**config.mk**
```make
export PLATFORM = sky130hd
export DESIGN_NAME = imm_gen_stage
export DESIGN_NICKNAME = d
export VERILOG_FILES = /design/src/rtl/imm_gen_stage.sv
export SDC_FILE = /design/constraint.sdc
export NUM_CORES = 1
export LEC_CHECK = 0
export BUFFER_PORTS_ARGS = -buffer_cell sky130_fd_sc_hd__buf_2
export CAP_MARGIN = 20
export CORE_ASPECT_RATIO = 1.2
export CORE_UTILIZATION = 54
export CTS_BUF_LIST = sky130_fd_sc_hd__clkbuf_16
export CTS_CLUSTER_DIAMETER = 200
export DETAILED_ROUTE_END_ITERATION = 10
export PLACE_DENSITY_LB_ADDON = 0.3
export REMOVE_ABC_BUFFERS = 1
export SYNTH_ARGS = -nofsm -noshare
export SYNTH_HDL_FRONTEND = slang
export SYNTH_SLANG_ARGS = --single-unit
```
**constraint.sdc**
```tcl
create_clock -name clk -period 6.2 [get_ports clk]
set_clock_uncertainty 0.15 [all_clocks]
set_input_delay 1.24 -clock clk [delete_from_list [all_inputs] [get_ports clk]]
set_output_delay 1.24 -clock clk [all_outputs]
set_load 0.02 [all_outputs]
```
**src/rtl/imm_gen_stage.sv**
```systemverilog
// imm_gen_stage: RISC-V immediate generator with a two-entry skid buffer.
// Ports: clk, reset (async, active-high), flush (sync kill),
//   in_valid/in_ready/in_instr/in_type/in_tag (upstream handshake),
//   out_valid/out_ready/out_imm/out_type/out_tag (downstream handshake).
// in_type: 000 none, 001 I, 010 S, 011 B, 100 U, 101 J, 110 Z, 111 SHAMT.
module imm_gen_stage #(
    parameter int XLEN  = 32,
    parameter int TAG_W = 32
) (
    input  logic             clk,
    input  logic             reset,
    input  logic             flush,
    input  logic             in_valid,
    output logic             in_ready,
    input  logic [31:0]      in_instr,
    input  logic [2:0]       in_type,
    input  logic [TAG_W-1:0] in_tag,
    output logic             out_valid,
    input  logic             out_ready,
    output logic [XLEN-1:0]  out_imm,
    output logic [2:0]       out_type,
    output logic [TAG_W-1:0] out_tag
);

    logic [XLEN-1:0]  imm_new;
    logic             in_fire;
    logic             load_out;

    logic             out_valid_q, out_valid_d;
    logic [XLEN-1:0]  out_imm_q, out_imm_d;
    logic [2:0]       out_type_q, out_type_d;
    logic [TAG_W-1:0] out_tag_q, out_tag_d;

    logic             skid_valid_q, skid_valid_d;
    logic [XLEN-1:0]  skid_imm_q, skid_imm_d;
    logic [2:0]       skid_type_q, skid_type_d;
    logic [TAG_W-1:0] skid_tag_q, skid_tag_d;

    // Opcode bits never feed any immediate format.
    logic unused_opcode;
    assign unused_opcode = ^in_instr[6:0];

    // Sign extension via size cast of a signed operand.
    always_comb begin
        imm_new = '0;
        case (in_type)
            3'b001: imm_new = XLEN'($signed(in_instr[31:20]));
            3'b010: imm_new = XLEN'($signed({in_instr[31:25],
                                             in_instr[11:7]}));
            3'b011: imm_new = XLEN'($signed({in_instr[31], in_instr[7],
                                             in_instr[30:25],
                                             in_instr[11:8], 1'b0}));
            3'b100: imm_new = XLEN'($signed({in_instr[31:12], 12'b0}));
            3'b101: imm_new = XLEN'($signed({in_instr[31],
                                             in_instr[19:12],
                                             in_instr[20],
                                             in_instr[30:21], 1'b0}));
            3'b110: imm_new = XLEN'(in_instr[19:15]);
            3'b111: begin
                if (XLEN == 64) imm_new = XLEN'(in_instr[25:20]);
                else            imm_new = XLEN'(in_instr[24:20]);
            end
            default: imm_new = '0;
        endcase
    end

    // Ready only depends on skid occupancy, so it comes straight off a flop.
    assign in_ready = !skid_valid_q;
    assign in_fire  = in_valid && in_ready;
    assign load_out = !out_valid_q || out_ready;

    always_comb begin
        out_valid_d  = out_valid_q;
        out_imm_d    = out_imm_q;
        out_type_d   = out_type_q;
        out_tag_d    = out_tag_q;
        skid_valid_d = skid_valid_q;
        skid_imm_d   = skid_imm_q;
        skid_type_d  = skid_type_q;
        skid_tag_d   = skid_tag_q;
        if (flush) begin
            out_valid_d  = 1'b0;
            skid_valid_d = 1'b0;
        end else if (load_out) begin
            // Skid full implies in_ready low, so no input competes here.
            if (skid_valid_q) begin
                out_valid_d  = 1'b1;
                out_imm_d    = skid_imm_q;
                out_type_d   = skid_type_q;
                out_tag_d    = skid_tag_q;
                skid_valid_d = 1'b0;
            end else begin
                out_valid_d = in_fire;
                if (in_fire) begin
                    out_imm_d  = imm_new;
                    out_type_d = in_type;
                    out_tag_d  = in_tag;
                end
            end
        end else if (in_fire) begin
            skid_valid_d = 1'b1;
            skid_imm_d   = imm_new;
            skid_type_d  = in_type;
            skid_tag_d   = in_tag;
        end
    end

    always_ff @(posedge clk or posedge reset) begin
        if (reset) begin
            out_valid_q  <= 1'b0;
            out_imm_q    <= '0;
            out_type_q   <= '0;
            out_tag_q    <= '0;
            skid_valid_q <= 1'b0;
            skid_imm_q   <= '0;
            skid_type_q  <= '0;
            skid_tag_q   <= '0;
        end else begin
            out_valid_q  <= out_valid_d;
            out_imm_q    <= out_imm_d;
            out_type_q   <= out_type_d;
            out_tag_q    <= out_tag_d;
            skid_valid_q <= skid_valid_d;
            skid_imm_q   <= skid_imm_d;
            skid_type_q  <= skid_type_d;
            skid_tag_q   <= skid_tag_d;
        end
    end

    assign out_valid = out_valid_q;
    assign out_imm   = out_imm_q;
    assign out_type  = out_type_q;
    assign out_tag   = out_tag_q;

endmodule

```
=== After elaboration in Yosys (flattened, before gate mapping) ===
Index checks and enable logic that the tools add are counted.

* Equal/unequal tests: 7
* Reductions and logical operators: 9
* Bitwise gates (word level): 2
* Multiplexer cells: 13

{| class="wikitable"
|+ Operators by type and width
! cell !! number
|-
| case mux 32 bit (7 select lines) || 1
|-
| two-way mux 32 bit || 4
|-
| == test 3 bit, second input constant || 4
|-
| == test 3 x 2 -> 1 bit, second input constant || 2
|-
| two-way mux 1 bit || 6
|-
| two-way mux 3 bit || 2
|-
| AND reduction 3 bit || 2
|-
| nonzero test 2 bit || 2
|-
| == test 3 x 1 -> 1 bit, second input constant || 1
|-
| nonzero test 3 bit || 1
|-
| logical NOT 1 bit || 2
|-
| inverter 1 bit || 2
|-
| logical AND 1 bit || 1
|-
| logical OR 1 bit || 1
|}

* Bits in registers: 136
* Output and inout port bits: 69
* Logic and storage cells: 39
* Input port bits: 72

=== Longest topological paths before layout ===
Gate-level depths: netlist of the first run.

* Word-level depth: 5
* Depth in mapped cells: 8
* Gate-level depth less buffers: 4

=== Worst setup path after synthesis of the first run ===
No wires, ideal clock.

* Path kind: input-to-reg
* From: in out_ready
* To: reg skid_tag_q[0]
* Path buffers: 2
* Cell stages on the path: 5
* Setup time: 0.125 ns
* Required time: 5.925 ns
* Setup slack: 3.784 ns
* Data arrival time: 2.141 ns
* Path through: nor2b_2 nand3_1 buf_2 buf_6 mux2_2

* Cells in the longest elaborated chain, start to end: 3

{| class="wikitable"
|+ Ends and longest elaborated chain
! what !! RTL line !! RTL
|-
| from (decl) || 19 || <nowiki>input logic out_ready,</nowiki>
|-
| logical OR 1 bit || 70 || <nowiki>assign load_out = !out_valid_q || out_ready;</nowiki>
|-
| inverter 1 bit (no line) || - ||
|-
| AND reduction 3 bit (no line) || - ||
|-
| to (signal assigned) || 126 || <nowiki>skid_tag_q <= skid_tag_d;</nowiki>
|-
| to (decl) || 37 || <nowiki>logic [TAG_W-1:0] skid_tag_q, skid_tag_d;</nowiki>
|}

No other way between the ends.
A chain may end at the register's enable or synchronous reset.

=== Worst setup path after layout of the first run ===
* From: reg skid_valid_q
* To: out in_ready

* Cells in the longest elaborated chain, start to end: 1

{| class="wikitable"
|+ Ends and longest elaborated chain
! what !! RTL line !! RTL
|-
| from (decl) || 34 || <nowiki>logic skid_valid_q, skid_valid_d;</nowiki>
|-
| from (signal assigned) || 123 || <nowiki>skid_valid_q <= skid_valid_d;</nowiki>
|-
| logical NOT 1 bit || 68 || <nowiki>assign in_ready = !skid_valid_q;</nowiki>
|-
| to (decl) || 14 || <nowiki>output logic in_ready,</nowiki>
|}

No other way between the ends.

==> summary.txt, run 1 <==
R2r endpoint -> out_imm[3]
Synth top area share -> 0.564
Max-cap violations -> 0
Share of layout cells above drive strength 1 -> 0.306
I/O pin cnt -> 141
Endpoint class of the critical path -> output pin
Wire per inst -> 16.3 um
H-Tree Depth -> 4
Tcrit/Tclk final -> 0.664
Routability Congestion -> 0.738
Failing checks -> DRC
Post-CTS Resized -> 0
Cts hold-fix bufs -> 0
Crit path DAT -> 2.73 ns
Number of global-route vias before repair -> 4700
RSZ-0062 raised after global routing -> no
Worst IR Drop VDD -> 0.218 mV
Router iterations before antenna repair -> 8
Sequence of cells on the critical path -> clkinv_1, buf_2
Filler instances -> 839
Synthesis-to-layout area growth -> 20.6%
Reg clk slew, reported paths -> 0.06 ns
Die area -> 0.0116 mm2
Netlist cell types -> 37
DRT antenna net count -> 0
Sequential Area -> 0.00341 mm2
#FFs+latches synth -> 136
Die height -> 118 um
Cells after Synth -> 567
CTS tree -> built
Worst-path fanout max -> 71
Worst Setup Path Type -> reg -> out
GRT overflow -> 0
Crit path to -> in_ready
Pin count of the biggest net entering global routing -> 95
Crit path buffers/inverters -> 2
Worst R2R Path Depth -> 5
Hold Crit Class -> reg -> reg
Fmax -> 243 MHz
Die width -> 98.5 um
Status -> finished, violations left
Final setup TNS -> 0 ns
Final Hold Viols -> 0
Synth cell count leaders -> dfrtp_1, nand2_1, o21ai_0, mux2i_1, mux2_2
Syn_area_per_cell -> 10.6 um2
Worst Setup Start Kind -> register
Vias per cell -> 5.68
Clk_lat worst skew -> 0.41 ns
Residual DRC -> 8
Mapped cell area -> 0.00603 mm2
Crit path depth -> 2
Finish-stage setup viols -> 0
Ys flop type -> dfrtp_1
Area of the multi-input gates -> 0.00239 mm2
Post-CTS setup buffers -> 0
Num CTS Buffers -> 17
Core area -> 0.0107 mm2
Row cnt -> 41
Post-synth ARST share -> 1.00
WP data required -> 4.81 ns
Most frequent cell after synthesis -> dfrtp_1
Starting Density -> 0.565
Vias after detailed routing -> 4669
Final nets -> 751
Family with the most delay on the worst path -> buffers and inverters
Sequential element share of the synthesized area -> 0.564
R2R Path Start -> skid_valid_q
Slew HR -> 0.273
Leading area contributor after synthesis -> dfrtp_1
EDFF count, synth -> 0
Pleak -> 3.43 nW
Slew Limit Fails -> 0
Crit path largest cell delay -> 1.09 ns
Worst Max-Slew Pin Slew -> 1.09 ns
P per Cell Area -> 355 mW/mm2
CTS root buf -> clkbuf_16
Post-layout min period -> 4.12 ns
Largest cells by area after synthesis -> dfrtp_1, mux2_2, nand2_1
Ys Warns -> 0
Flop2flop setup slack -> 3.06 ns
Slowest CP cell -> dfrtp_4
Antenna violations before repair -> 1
Max clock buf depth -> 2
GRT Util Overall -> 0.246
Post-DP HPWL -> 8.34 mm
First-pass GRT wire length -> 22.6 mm
Routed WL -> 13.4 mm
DRT iter0 DRCs -> 274
Worst Setup SP -> skid_valid_q
Clock sink count -> 136
Buffers on Ports -> 133
Fin Hold WS -> 0.320 ns
[placed cells by master, fill, tap and decap left out, types with 3 or more instances in the layout]
| cell | Yosys | routed |
|---|---|---|
| o21ai_0 | 64 | 64 |
| clkbuf_16 | 0 | 17 |
| mux2i_1 | 42 | 42 |
| o311ai_0 | 4 | 4 |
| inv_1 | 7 | 7 |
| o21ai_1 | 6 | 6 |
| dfrtp_1 | 136 | 135 |
| a41oi_1 | 11 | 11 |
| a22oi_1 | 4 | 4 |
| nor2_1 | 19 | 19 |
| bufinv_16 | 0 | 3 |
| nand3_1 | 23 | 22 |
| buf_4 | 1 | 4 |
| nand2_1 | 113 | 113 |
| clkinv_1 | 1 | 5 |
| o211ai_1 | 16 | 16 |
| a31oi_1 | 6 | 6 |
| buf_2 | 17 | 133 |
| o2bb2ai_1 | 3 | 3 |
| mux2_2 | 40 | 40 |
| nand2b_1 | 7 | 7 |
| o22ai_1 | 5 | 5 |
[per-stage QoR]
step                      std cells  power, mW   util  setup slack [ns]  area, um2
after detailed placement        789       1.61  0.627              2.49       6690
after CTS                       821       2.60  0.681              2.06       7270
after global placement          789       1.58  0.627              2.51       6690
final                           822       2.58  0.682              2.08       7270
after global routing            822       2.71  0.682              1.97       7270
after floorplan                 523       1.44      -              1.17       5810
[sequential cells by signal, summed over array words and instances, names as in the netlist]
register / cells
out_imm: 32
out_tag: 32
skid_imm_q: 32
skid_tag_q: 32
out_type: 3
skid_type_q: 3
out_valid: 1
skid_valid_q: 1
[worst min path at each step]
stage	startpoint	to	slack (ns)	cells past startpoint
4_1_cts	out_tag[18]	out_tag[18]	0.33	2
3_3_place_gp	out_imm[19]	out_imm[19]	0.30	2
6_report	out_tag[25]	out_tag[25]	0.32	2
2_1_floorplan	skid_imm_q[16]	skid_imm_q[16]	0.29	2
5_1_grt	out_tag[13]	out_tag[13]	0.34	2
3_5_place_dp	out_tag[18]	out_tag[18]	0.32	2
[power breakdown]
part	leakage (nW)	internal [mW]	switching [mW]	total (mW)
combinational	1.43	0.179	0.262	0.441
sequential	1.71	1.06	0.0915	1.15
clock	0.284	0.625	0.365	0.990
[logic make-up (layout without fill, tap and decap cells)]
logic type / Yosys count / count (layout) / synth area share
multiplexers: 82 / 82 / 0.144
XOR/XNOR: 1 / 1 / 0.00145
AND/OR/NAND/NOR: 172 / 172 / 0.121
buffers and inverters: 52 / 177 / 0.0427
AO/OA/AOI/OAI: 124 / 124 / 0.126
other: 0 / 1 / 0
flip-flops: 136 / 136 / 0.564
[worst min-delay path: cells and delay by family (launching register included)]
kind	cells	cell delay, ns
AND/OR/NAND/NOR	1	0.04
AO/OA/AOI/OAI	1	0.06
flip-flops	1	0.33
[metal layers]
layer / share of wire / vias up / track usage
met2: 0.51 / 157 / 0.401
li1: - / 2217 / -
met5: 0 / - / 0
met3: 0.063 / 12 / 0.0772
met4: 0.0093 / 0 / 0.0821
met1: 0.42 / 2283 / 0.311
[layout make-up]
class | count | area share
Timing Repair Buffer | 137 | 0.0956
Clock inverter | 15 | 0.0220
Tap cell | 129 | 0.0222
Inverter | 8 | 0.00482
Sequential cell | 136 | 0.468
Multi-Input combinational cell | 379 | 0.328
Clock buffer | 17 | 0.0585
Antenna cell | 1 | 0.000344
Power figures use the tool's default switching activity.
==> run 2, diff against run 1 <==
--- a/config.mk
+++ b/config.mk
@@ -5,6 +5,7 @@
 export SDC_FILE = /design/constraint.sdc
 export NUM_CORES = 1
 export LEC_CHECK = 0
+export ABC_AREA = 1
 export BUFFER_PORTS_ARGS = -buffer_cell sky130_fd_sc_hd__buf_2
 export CAP_MARGIN = 20
 export CORE_ASPECT_RATIO = 1.2
==> constraint.sdc (replaced) <==
create_clock -name clk -period 3.95 [get_ports clk]
set_clock_uncertainty 0.15 [all_clocks]
set_input_delay 0.79 -clock clk [delete_from_list [all_inputs] [get_ports clk]]
set_output_delay 0.79 -clock clk [all_outputs]
set_load 0.02 [all_outputs]
==> run 2 against run 1 <==
  * The run now ends clean
  * Register-to-register slack worse by 1.3 ns
  * Worst setup slack worse by 0.94 ns
  * Combinational power is 68% higher
  * Global-route usage is 0.66 points higher
  * Sequential power is 57% higher
==> summary.txt, run 2 <==
Status -> complete, no violations
DRT iter0 DRCs -> 333 (+22%)
Sequential element share of the synthesized area -> 0.534 (-0.0300)
Fmax -> 356 MHz
P per Cell Area -> 541 mW/mm2 (+52%)
Row cnt -> 43 (+4.9%)
Share of layout cells above drive strength 1 -> 0.196 (-0.111)
Routability Congestion -> 0.795 (+7.7%)
Worst IR Drop VDD -> 0.286 mV (+31%)
Flop2flop setup slack -> 1.73 ns (-1.33 ns)
Filler instances -> 995 (+19%)
Finish-stage setup viols -> 0 (unchanged)
RSZ-0062 raised after global routing -> no
Sequential share of power -> 0.435 (-0.011)
CTS root buf -> clkbuf_16
Crit path DAT -> 1.87 ns (-0.86 ns)
Synth cell count leaders -> nand2_1, dfrtp_1, nor2_1, inv_1
WP data required -> 3.01 ns (-1.80 ns)
GRT overflow -> 0 (unchanged)
Number of global-route vias before repair -> 5091 (+8.3%)
Max clock buf depth -> 2 (unchanged)
Synthesis-to-layout area growth -> 19.9%
First-pass GRT wire length -> 24.0 mm (+6.3%)
Compound-Gate Fraction of Synth Area -> 0.0921 (-0.0342)
Hold Crit Class -> reg -> reg
Largest cells by area after synthesis -> dfrtp_1, nand2_1, o211ai_1
Endpoint class of the critical path -> output pin
Largest family of logic cells by synthesized area -> simple AND/OR/NAND/NOR gates
Netlist cell types -> 20 (-46%)
Post-DP HPWL -> 8.98 mm (+7.6%)
Sw Share -> 0.285 (+0.00702)
R2R Path Start -> skid_valid_q
Design Power -> 4.14 mW (+60%)
Residual DRC -> 0 (-8)
Router iterations before antenna repair -> 5 (-3)
Max-cap violations -> 0 (unchanged)
Leading area contributor after synthesis -> dfrtp_1
Slowest CP cell -> dfrtp_1
Post-CTS Resized -> 0 (unchanged)
Worst Setup Path Type -> reg -> out
Comb pwr share -> 0.179 (+0.008)
Syn_area_per_cell -> 7.90 um2 (-26%)
Starting Density -> 0.553 (-0.0120)
Most frequent cells in the layout -> nand2_1, dfrtp_1, buf_2, inv_1, nor2_1
WHS Endpoint -> out_imm[9]
Worst R2R Path Depth -> 4 (-1)
Pint -> 2.96 mW (+59%)
Post-CTS setup buffers -> 0 (unchanged)
Family with the most delay on the worst path -> buffers and inverters
N_diodes -> 0 (-1)
Core area -> 0.0115 mm2 (+7.9%)
Buffers on Ports -> 133 (unchanged)
Crit path largest cell delay -> 0.55 ns (-0.54 ns)
Mapped cell area -> 0.00637 mm2 (+5.6%)
Pin count of the biggest net entering global routing -> 127 (+34%)
Clk_lat worst skew -> 0.41 ns (about the same)
Crit path buffers/inverters -> 3 (+1)
Commonest non-fill, non-tap cell in the layout -> nand2_1
Routed WL -> 14.6 mm (+9.2%)
I/O pin cnt -> 141 (unchanged)
Post-layout min period -> 2.81 ns
Pleak -> 4.42 nW (+29%)
Ys Warns -> 0 (unchanged)
Worst Setup Start Kind -> register
Post-Synth XOR/XNOR Area -> 0 (-0.00145)
Mux cell area share after synthesis -> 0 (-0.144)
Hold Path Depth -> 2 (unchanged)
R2r endpoint -> skid_tag_q[4]
CTS tree -> built
Sequence of cells on the critical path -> clkinv_2, buf_12, buf_2
Worst Max-Slew Pin Slew -> 0.965 ns (-0.125 ns)
Sw Pwr -> 1.18 mW (+64%)
Cts hold-fix bufs -> 0 (unchanged)
#FFs+latches synth -> 136 (unchanged)
Hold Path Origin -> out_imm[9]
GRT Util Overall -> 0.253 (+0.00663)
Cells after Synth -> 807 (+42%)
Slew HR -> 0.356 (+0.0825)
DRT antenna net count -> 0 (unchanged)
Final nets -> 986 (+31%)
Synth top area share -> 0.534 (-0.0300)
Clock sink count -> 136 (unchanged)
Vias after detailed routing -> 5577 (+19%)
Die height -> 121 um (+2.7%)
Reg clk slew, reported paths -> 0.06 ns (about the same)
Final Hold Viols -> 0 (unchanged)
Adder-Cell Fraction of Synth Area -> 0 (unchanged)
Most frequent cell after synthesis -> nand2_1
Tcrit/Tclk final -> 0.711
Post-synth ARST share -> 1.00 (unchanged)
Antenna violations before repair -> 0 (-1)
Ys flop type -> dfrtp_1
Post-Synth Simple-Gate Area -> 0.300 (+0.179)
Slew Limit Fails -> 0 (unchanged)
Post-Layout Inst Area -> 0.00764 mm2 (+5.1%)
Clock share of power -> 0.386 (+0.002)
Die width -> 101 um (+2.7%)
Worst-path fanout max -> 126 (+77%)
Wire per inst -> 13.5 um (-17%)
EDFF count, synth -> 0 (unchanged)
Num CTS Buffers -> 17 (unchanged)
Placed instance area -> 0.00705 mm2 (+5.5%)
H-Tree Depth -> 4 (unchanged)
Vias per cell -> 5.15 (-9.3%)
Die area -> 0.0122 mm2 (+5.5%)
## run 2: layout make-up
cell class / count / area, um2 / area share
inverter: 51 / 198 / 0.0259
sequential: 136 / 3400 / 0.445
multi-input combinational: 568 / 2510 / 0.329
timing repair buffer: 140 / 743 / 0.0972
clock inverter: 13 / 165 / 0.0216
tap: 157 / 196 / 0.0257
clock buffer: 17 / 425 / 0.0557
## run 2: logic make-up (layout without fill, tap and decap cells)
family                 count (synthesis)  after routing
AND/OR/NAND/NOR                      473            473
flip-flops                           136            136
buffers and inverters                103            221
AO/OA/AOI/OAI                         95             95
## run 2: worst max path at each step
stage | cells after the start | from | endpoint
after global placement | 5 | in_type[2] | skid_imm_q[30]
after global routing | 3 | skid_valid_q | in_ready
after floorplan | 1 | reset | out_imm[0]
after detailed placement | 6 | in_type[1] | skid_imm_q[30]
after CTS | 3 | skid_valid_q | in_ready
final | 3 | skid_valid_q | in_ready
## run 2: stage by stage
stage / setup WS (ns) / setup TNS, ns / hold WS (ns) / utilization / instances
after global routing: 1.05 / 0 / 0.338 / 0.664 / 1082
final: 1.14 / 0 / 0.320 / 0.664 / 1082
after floorplan: -0.629 / -93.36 / 0.296 / - / 755
after global placement: 1.37 / 0 / 0.307 / 0.613 / 1052
after detailed placement: 1.32 / 0 / 0.310 / 0.613 / 1052
after CTS: 1.17 / 0 / 0.326 / 0.664 / 1082
## run 2: power by group through the flow
stage	registers (mW)	clock network, mW	logic (mW)
floorplan	1.94	0	0.341
global placement	1.81	0	0.727
detailed placement	1.82	0	0.746
CTS	1.80	1.62	0.751
global route	1.83	1.68	0.838
finish	1.80	1.60	0.741
## run 2: per-layer routing
| layer | up-vias | GRT usage | share of wire |
|---|---|---|---|
| met5 | - | 0 | 0 |
| met4 | 0 | 0.101 | 0.019 |
| met3 | 21 | 0.0703 | 0.074 |
| met2 | 213 | 0.395 | 0.46 |
| met1 | 2558 | 0.332 | 0.44 |
| li1 | 2785 | - | - |
## run 2: worst min-delay path, stage by stage, from the launching register on
cell,delay [ns]
dfrtp_1,0.33
nand2_1,0.05
nand2_1,0.05
